===== config.mk =====
export PLATFORM = sky130hd
export DESIGN_NAME = mul_sequencer
export DESIGN_NICKNAME = d
export VERILOG_FILES = /design/src/rtl/mul_sequencer.sv
export SDC_FILE = /design/constraint.sdc
export NUM_CORES = 1
export LEC_CHECK = 0
export BUFFER_PORTS_ARGS = -buffer_cell sky130_fd_sc_hd__buf_2
export CAP_MARGIN = 10
export CELL_PAD_IN_SITES_DETAIL_PLACEMENT = 0
export CELL_PAD_IN_SITES_GLOBAL_PLACEMENT = 1
export CORE_MARGIN = 2
export CORE_UTILIZATION = 38
export DETAILED_ROUTE_END_ITERATION = 16
export PLACE_DENSITY_LB_ADDON = 0.12
export SLEW_MARGIN = 20
export SYNTH_ARGS = -nofsm -noshare
export SYNTH_HDL_FRONTEND = slang
export SYNTH_SLANG_ARGS = --single-unit

===== constraint.sdc =====
create_clock -name clk -period 1.5 [get_ports clk]
set_input_delay 0.075 -clock clk [delete_from_list [all_inputs] [get_ports clk]]
set_output_delay 0.075 -clock clk [all_outputs]
set_load 0.01 [all_outputs]

===== src/rtl/mul_sequencer.sv =====
// Control FSM for the keypad multiplier: captures two signed-magnitude operands,
// launches the multiplier, waits under a timeout and selects what the display shows.
module mul_sequencer #(
    parameter int TIMEOUT_CYCLES = 64
) (
    input  logic        clk,
    input  logic        rst,
    input  logic [7:0]  num_in,
    input  logic        sig_in,
    input  logic        load_pulse,
    input  logic        clear,
    input  logic        mul_done,
    input  logic [15:0] mul_product,
    input  logic        mul_sig,
    output logic [7:0]  op_a,
    output logic        sig_a,
    output logic [7:0]  op_b,
    output logic        sig_b,
    output logic        mul_start,
    output logic [15:0] disp_num,
    output logic        disp_sig,
    output logic        busy,
    output logic        error,
    output logic [2:0]  state_o
);

    localparam int CNT_W = $clog2(TIMEOUT_CYCLES) + 1;
    localparam logic [CNT_W-1:0] CNT_LAST = CNT_W'(TIMEOUT_CYCLES - 1);

    typedef enum logic [2:0] {
        WAIT_A = 3'd0,
        WAIT_B = 3'd1,
        START  = 3'd2,
        RUN    = 3'd3,
        SHOW   = 3'd4,
        ERR    = 3'd5
    } state_t;

    state_t           state, state_nxt;
    logic [CNT_W-1:0] cnt;
    logic [15:0]      res;
    logic             res_sig;

    always_ff @(posedge clk or posedge rst) begin
        if (rst) state <= WAIT_A;
        else     state <= state_nxt;
    end

    always_comb begin
        state_nxt = state;
        case (state)
            WAIT_A: if (load_pulse) state_nxt = WAIT_B;
            WAIT_B: if (load_pulse) state_nxt = START;
            START:  state_nxt = RUN;
            RUN: begin
                if (mul_done)             state_nxt = SHOW;
                else if (cnt == CNT_LAST) state_nxt = ERR;
            end
            SHOW:   if (load_pulse) state_nxt = WAIT_B;
            ERR:    state_nxt = ERR;
            default: state_nxt = WAIT_A;
        endcase
        if (clear) state_nxt = WAIT_A;
    end

    // Operand, result and timeout registers; clear has priority over every capture.
    always_ff @(posedge clk or posedge rst) begin
        if (rst) begin
            op_a    <= '0;
            sig_a   <= 1'b0;
            op_b    <= '0;
            sig_b   <= 1'b0;
            res     <= '0;
            res_sig <= 1'b0;
            cnt     <= '0;
        end else if (clear) begin
            op_a    <= '0;
            sig_a   <= 1'b0;
            op_b    <= '0;
            sig_b   <= 1'b0;
            res     <= '0;
            res_sig <= 1'b0;
            cnt     <= '0;
        end else begin
            case (state)
                WAIT_A, SHOW: begin
                    if (load_pulse) begin
                        op_a  <= num_in;
                        sig_a <= sig_in;
                    end
                end
                WAIT_B: begin
                    if (load_pulse) begin
                        op_b  <= num_in;
                        sig_b <= sig_in;
                    end
                end
                START: cnt <= '0;
                RUN: begin
                    // Leaves RUN at CNT_LAST at the latest, so the increment cannot wrap.
                    cnt <= cnt + 1'b1;
                    if (mul_done) begin
                        res     <= mul_product;
                        res_sig <= mul_sig & (mul_product != 16'd0);
                    end
                end
                default: ;
            endcase
        end
    end

    always_comb begin
        mul_start = (state == START);
        busy      = (state == START) || (state == RUN);
        error     = (state == ERR);
        state_o   = state;
        disp_num  = 16'd0;
        disp_sig  = 1'b0;
        case (state)
            WAIT_A, WAIT_B: begin
                disp_num = {8'd0, num_in};
                disp_sig = sig_in;
            end
            START, RUN: begin
                disp_num = {8'd0, op_b};
                disp_sig = sig_b;
            end
            SHOW: begin
                disp_num = res;
                disp_sig = res_sig;
            end
            default: ;
        endcase
    end

endmodule

==> results of run 1 <==
cell usage after synthesis (all sizes together), types with 2 or more instances:
cell type	n	area [um2]
buf	14	110
a41oi	2	17.5
nor4	4	25.0
nand3	12	60.1
nor2	14	52.6
mux2i	22	220
nand2	21	78.8
a31oi	2	12.5
dfrtp	45	1130
xnor2	2	17.5
clkbuf	4	15.0
nor2b	2	15.0
a21oi	9	45.0
a22o	16	140
inv	5	18.8
and3	10	62.6
o21ai	11	55.1
mux2	2	22.5
repair_timing:
| item | CTS | global route |
|---|---|---|
| buffers inserted | 4 | 1 |
| endpoints found under the hold margin | 19 | 0 |
| hold buffers | 1 | 0 |
| pin swaps | 1 | 1 |
| setup endpoints to repair | 18 | 43 |
| cloned | 0 | 1 |
| gates resized for setup | 12 | 26 |
path summary, 6_finish.rpt:
kind	startpoint	cells past startpoint	slack (ps)	end
worst max-delay path	state_o[1]	5	-20	disp_num[4]
worst min-delay path	mul_product[2]	2	20	res[2]
worst max register to register	state_o[1]	6	20	sig_b
worst min register to register	cnt[6]	1	500	cnt[6]
max in group asynchronous	rst	4	670	res[12]
min in group asynchronous	rst	3	320	op_a[7]
state kept, by name, summed over array words and instances, names as in the netlist:
register	flops
sig_b	1
res	16
op_b	8
op_a	8
state_o	3
cnt	7
res_sig	1
sig_a	1
metal layers:
layer / vias to the layer above / GRT usage
met5: - / 0
met3: 5 / 0.0363
li1: 959 / -
met4: 0 / 0.0559
met1: 936 / 0.257
met2: 47 / 0.268
power groups by stage:
| stage | Clock, mW | Combinational (mW) | Sequential (mW) |
|---|---|---|---|
| 6_report | 0.781 | 0.572 | 1.29 |
| 5_1_grt | 0.878 | 0.629 | 1.29 |
| 4_1_cts | 0.806 | 0.533 | 1.29 |
| 3_5_place_dp | 0 | 0.493 | 1.32 |
| 3_3_place_gp | 0 | 0.494 | 1.32 |
| 2_1_floorplan | 0 | 0.270 | 1.32 |
stage by stage:
stage | cells | hold slack (ps) | instance area (um2) | power [mW] | utilization
floorplan | 217 | 206 | 2280 | 1.59 | -
global placement | 365 | 117 | 2770 | 1.81 | 0.474
detailed placement | 365 | 114 | 2770 | 1.81 | 0.474
CTS | 378 | 4.62 | 2930 | 2.63 | 0.500
global route | 380 | 14.0 | 3030 | 2.80 | 0.518
finish | 380 | 16.3 | 3030 | 2.64 | 0.518
final cells by class:
class | instances | share of cell area
Clock buffer | 6 | 0.0273
Clock inverter | 2 | 0.00455
Inverter | 5 | 0.00620
Multi-Input combinational cell | 149 | 0.361
Sequential cell | 45 | 0.373
Tap cell | 75 | 0.0310
Timing Repair Buffer | 98 | 0.197
cell families after synthesis:
logic type | share of synthesized area
buffers and inverters | 0.0630
xor gates and xnor gates | 0.00768
AOI/OAI and AO/OA | 0.151
muxes | 0.106
and+or+nand+nor | 0.173
DFF | 0.493
adders and majority gates | 0.00548
critical path, stage by stage (launching register included):
cell	delay (ps)
sky130_fd_sc_hd__dfrtp_2	440
sky130_fd_sc_hd__buf_6	140
sky130_fd_sc_hd__buf_8	140
sky130_fd_sc_hd__mux2i_2	150
sky130_fd_sc_hd__o21ai_1	140
sky130_fd_sc_hd__buf_2	150
==> Implementation_results.wiki, run 1 <==
{| class="wikitable"
! Metric !! Value
|-
| Pre-CTS setup slack || 22.4 ps
|-
| Remaining max-slew budget at the tightest pin || 0.695
|-
| Share of power burned in the clock network || 0.296
|-
| Area taken by multi-input logic gates || about 0.0011 mm2
|-
| Flip-flop and latch count after synthesis || 45
|-
| Switching Fraction || 0.283
|-
| Final max-slew violation count || 0
|-
| Count of different cell masters after synthesis || 43
|-
| Power density over the cells || around 870 mW/mm2
|-
| Die area || between 0.006 and 0.007 mm2
|-
| Largest fanout on the critical path || 6
|-
| Cts bufs inserted || 5
|-
| Setup violation total in the final timing report || 3
|-
| Commonest cells after routing, fill and taps aside || 71 x sky130_fd_sc_hd__buf_2, 42 x sky130_fd_sc_hd__dfrtp_1, 21 x sky130_fd_sc_hd__nand2_1
|-
| Synthesis warning total || 0
|-
| Leading cell type in the layout, fill and taps excluded || sky130_fd_sc_hd__buf_2
|-
| Wire length of the first global-routing pass || roughly 9000 um
|-
| Sinks on the clock net || 45
|-
| Internal power || between 1.5 and 2 mW
|-
| Violated checks || setup timing
|-
| Crit end category || primary output
|-
| Fmax || about 0.66 GHz
|-
| Register area share after synthesis || 0.493
|-
| Critical Path Start Type || flop
|-
| Wire length on met1 || ~2700 um
|-
| Last weighted congestion value of the routability-driven placer || around 0.8
|-
| Worst hold path class || in2reg
|-
| Portion of total power attributed to combinational logic || 0.217
|-
| Slew of the pin with the lowest slew margin || ~460 ps
|-
| Mapped cell area || 0.00228 mm2
|-
| Routed length on met2 || approximately 2700 um
|-
| Pin count of the biggest net entering global routing || 27
|-
| Clk_lat worst skew || around 300 ps
|-
| Crit path time final || about 1500 ps
|-
| Buffers on Ports || between 70 and 80
|-
| CTS tree || built
|-
| Fin Setup TNS || -41.4 ps
|-
| Nets || between 300 and 400
|-
| Share of final-layout standard cells stronger than drive strength 1 || 0.426
|-
| Vias in the first global route || ~1800
|-
| Total track usage || 0.178
|-
| Level count of the clock H-tree || 2
|-
| Share of the clock period used by the worst path || 1.01
|-
| GRT overflow || 0
|-
| Root buf cell || sky130_fd_sc_hd__clkbuf_8
|-
| Clock transition at the registers of the reported paths || 80 ps
|-
| Clock skew || 14.4 ps
|-
| Number of design rule violations left after detail routing || 0
|-
| Number of antenna violations at the first check in global routing || 0
|-
| Number of detailed-route iterations in the first pass || 4
|-
| Number of enable-type register cells in the synthesized netlist || 0
|-
| Highest routing layer actually used || met4
|-
| Setup repair after global routing missed its margin || true
|-
| CTS Buffer Depth || 2
|-
| Seq pwr share || 0.488
|-
| IR drop worst, VDD || about 0.5 mV
|-
| Filler Cells Inserted || 564
|-
| Std cell rows || 28
|-
| Net switching power of the design || 0.747 mW
|-
| Synth Net Count || approximately 250
|-
| Worst setup margin || -21.2 ps
|-
| Crit Path Category || reg2out
|-
| Flip-flop cell with the highest count after synthesis || sky130_fd_sc_hd__dfrtp_1
|-
| Storage cell area || ~0.0011 mm2
|-
| Core region area || 0.00585 mm2
|-
| Area growth from synthesis to layout || 32.7%
|-
| Max Cap Viol || 0
|-
| Arrival time reported for the critical path endpoint || 1450 ps
|-
| Post-Synthesis Cells || 217
|-
| Required time of the worst setup path || around 1400 ps
|-
| Average wire length per cell after detail routing || 15.1 um
|-
| Detail Route Antenna Nets || 0
|-
| Detailed-routed wire length on met3 || about 300 um
|-
| Total Wirelength || 5740 um
|-
| IO Pins || between 70 and 80
|-
| Lkg Pwr || ~1.6 nW
|-
| Number of endpoints with negative hold slack in the final report || 0
|-
| Via count || slightly below 2000
|-
| Average cell area after synthesis || about 11 um2
|-
| Outcome || finished, violations left
|-
| Die Wd || 81.5 um
|-
| Vias/cell || 5.12
|-
| Number of antenna cells inserted || 0
|-
| Count of routing violations after the opening detailed-route iteration || about 70
|-
| Proportion of register bits with asynchronous set or reset after synthesis || 1.00
|-
| Initial standard-cell utilization of the core || 0.390
|-
| Final HPWL DP || ~4200 um
|-
| Chip Height || between 80 and 90 um
|}
Power figures use the tool's default switching activity.
==> inputs of run 2 (changes only) <==
--- a/config.mk
+++ b/config.mk
@@ -13,6 +13,7 @@
 export CORE_UTILIZATION = 38
 export DETAILED_ROUTE_END_ITERATION = 16
 export PLACE_DENSITY_LB_ADDON = 0.12
+export SETUP_SLACK_MARGIN = 0.2
 export SLEW_MARGIN = 20
 export SYNTH_ARGS = -nofsm -noshare
 export SYNTH_HDL_FRONTEND = slang
==> run 2 against run 1 <==
Compared with the run above:
- sequential cell count unchanged
- sequential share of layout area is 2.9 points lower
- clock power up 26%
- worst hold slack worse by 10 ps
- highest routed layer unchanged
- the run still ends with setup timing left
- largest power group unchanged
- sequential power about the same
- worst setup slack better by 17 ps
- non-clock buffer count increased by 9
- critical endpoint is now res_sig
- clock skew shrank 11 ps
- first-iteration DRC count rose by 35%
- die area stayed put
- utilization increased by 4.4 points
- critical path type is now reg2reg
==> Implementation_results.wiki, run 2 (same netlist as run 1, synthesis figures left out) <==
{| class="wikitable"
! Metric !! Value
|-
| Outcome || finished, violations left
|-
| Violated checks || setup timing
|-
| Number of antenna cells inserted || 0
|-
| Vias in the first global route || 2018
|-
| Slew of the pin with the lowest slew margin || 430 ps
|-
| Number of antenna violations at the first check in global routing || 0
|-
| Via count || approximately 2000
|-
| Pin count of the biggest net entering global routing || 29
|-
| Fmax || around 0.67 GHz
|-
| Std cell rows || 28
|-
| Buffers on Ports || 71
|-
| Share of power burned in the clock network || 0.333
|-
| Internal power || between 2 and 2.5 mW
|-
| Delay contributed by the slowest stage of the critical path || between 400 and 500 ps
|-
| CTS tree || built
|-
| Detail Route Antenna Nets || 0
|-
| Power density over the cells || 896 mW/mm2
|-
| Remaining max-slew budget at the tightest pin || 0.713
|-
| Sinks on the clock net || 45
|-
| Level count of the clock H-tree || 2
|-
| Required time of the worst setup path || roughly 1700 ps
|-
| IR drop worst, VDD || between 0.5 and 0.6 mV
|-
| Pre-CTS setup slack || ~51 ps
|-
| Number of design rule violations left after detail routing || 0
|-
| Wire length on met1 || 2950 um
|-
| Final HPWL DP || roughly 4100 um
|-
| Initial standard-cell utilization of the core || 0.390
|-
| Die Wd || 81.5 um
|-
| Series of cell instances along the critical path || buf_4, buf_6, and4bb_4, and2_4, a32o_1
|-
| Post-detailed-placement cell area || between 0.002 and 0.003 mm2
|-
| Worst setup margin || -3.67 ps
|-
| Share of the clock period used by the worst path || 1.00
|-
| Total Wirelength || roughly 6400 um
|-
| Highest routing layer actually used || met4
|-
| Switching Fraction || 0.277
|-
| Clock transition at the registers of the reported paths || 90 ps
|-
| IO Pins || 72
|-
| Area growth from synthesis to layout || 44.0%
|-
| Average wire length per cell after detail routing || between 15 and 20 um
|-
| GRT overflow || 0
|-
| Root buf cell || sky130_fd_sc_hd__clkbuf_8
|-
| Final std cell area, no fill || 0.00329 mm2
|-
| Detailed-routed wire length on met3 || around 300 um
|-
| Last weighted congestion value of the routability-driven placer || around 0.80
|-
| Share of final-layout standard cells stronger than drive strength 1 || 0.492
|-
| Max Cap Viol || 0
|-
| Worst hold path class || in2reg
|-
| Portion of total power attributed to combinational logic || 0.228
|-
| Leading cell type in the layout, fill and taps excluded || sky130_fd_sc_hd__buf_2
|-
| Die area || ~0.0066 mm2
|-
| Critical Path Start Type || flop
|-
| Seq pwr share || 0.439
|-
| Cts bufs inserted || 5
|-
| Slowest cell on the critical path || sky130_fd_sc_hd__dfrtp_2
|-
| Crit end category || flop
|-
| CTS Buffer Depth || 2
|-
| Count of routing violations after the opening detailed-route iteration || 93
|-
| Area taken by multi-input logic gates || around 0.0012 mm2
|-
| Hold slack || between 6 and 7 ps
|-
| Net switching power of the design || a little over 0.8 mW
|-
| Core region area || 0.00585 mm2
|-
| Filler Cells Inserted || 531
|-
| Wire length of the first global-routing pass || a little under 10000 um
|-
| Clk_lat worst skew || around 300 ps
|-
| Setup violation total in the final timing report || 1
|-
| Crit Path Category || reg2reg
|-
| Number of detailed-route iterations in the first pass || 4
|-
| Fin Setup TNS || -3.67 ps
|-
| Final max-slew violation count || 0
|-
| Chip Height || roughly 81 um
|-
| Largest registers ranked by flip-flop count || res (16), op_a (8), op_b (8)
|-
| Number of endpoints with negative hold slack in the final report || 0
|-
| Crit path time final || 1500 ps
|-
| Arrival time reported for the critical path endpoint || 1700 ps
|-
| Vias/cell || about 5.2
|-
| Largest fanout on the critical path || 7
|-
| Total track usage || 0.195
|-
| Nets || 346
|-
| Max reg flops || 16
|-
| Clock skew || between 3 and 4 ps
|-
| Setup repair after global routing missed its margin || true
|-
| Commonest cells after routing, fill and taps aside || 71 x sky130_fd_sc_hd__buf_2, 42 x sky130_fd_sc_hd__dfrtp_1, 18 x sky130_fd_sc_hd__mux2i_1
|-
| Routed length on met2 || between 3000 and 4000 um
|-
| Storage cell area || 0.00113 mm2
|-
| Lkg Pwr || approximately 1.7 nW
|-
| Register with the most flip-flops || res
|}
==> run 2: cell count changes in the layout (fill, tap and decap cells not counted), sizes merged <==
cell         before  now
bufinv            0    1
clkinvlp          0    1
buf              97  101
dlygate4sd3       1    6
and2              1    2
clkinv            2    0
==> run 2: per-layer routing <==
layer | vias up | GRT usage
li1 | 983 | -
met1 | 978 | 0.264
met2 | 48 | 0.310
met3 | 6 | 0.0451
met4 | 0 | 0.0593
met5 | - | 0
==> run 2: metrics by stage <==
step           utilization  instances  total power [mW]
5_1_grt              0.562        390              3.07
3_5_place_dp         0.472        361              1.81
4_1_cts              0.535        387              2.88
2_1_floorplan            -        217              1.59
6_report             0.562        390              2.94
3_3_place_gp         0.472        361              1.81
==> run 2: cell type report <==
type,instances,area share
flip-flops and latches,45,0.344
inverters,5,0.00571
clock inverters,2,0.0114
clock buffers,6,0.0251
multi-input cells,150,0.361
well taps,75,0.0286
repair buffers,107,0.225
==> run 2: power by group through the flow <==
stage                     Sequential, mW  Clock [mW]  Combinational, mW
after floorplan                     1.32           0              0.272
after global placement              1.32           0              0.491
after detailed placement            1.32           0              0.492
after CTS                           1.29        1.00              0.593
after global routing                1.30        1.04              0.729
final                               1.29       0.981              0.670
==> run 2: path summary, 6_finish.rpt <==
path,from,end,slack [ps],depth (start not counted)
min reg2reg,res[11],res[11],500,1
max,state_o[1],res_sig,-4,5
min,mul_product[3],res[3],6,2
min in group asynchronous,rst,op_a[6],310,3
max in group asynchronous,rst,res_sig,700,4
max reg2reg,state_o[1],res_sig,-4,5
==> run 2: timing repair <==
action | 4_1_cts | 5_1_grt
gates cloned | 4 | 1
setup endpoints to repair | 58 | 65
pin swaps | 4 | 4
hold buffers | 6 | 0
setup buffers | 8 | 2
hold endpoints to repair | 22 | 0
resized for setup | 29 | 39
==> run 2: worst max-delay path: cells and delay by family, from the launching register on <==
kind | cells | cell delay (ps)
AO/OA/AOI/OAI | 1 | 240
buffers and inverters | 2 | 270
flip-flops | 1 | 470
AND/OR/NAND/NOR | 2 | 420
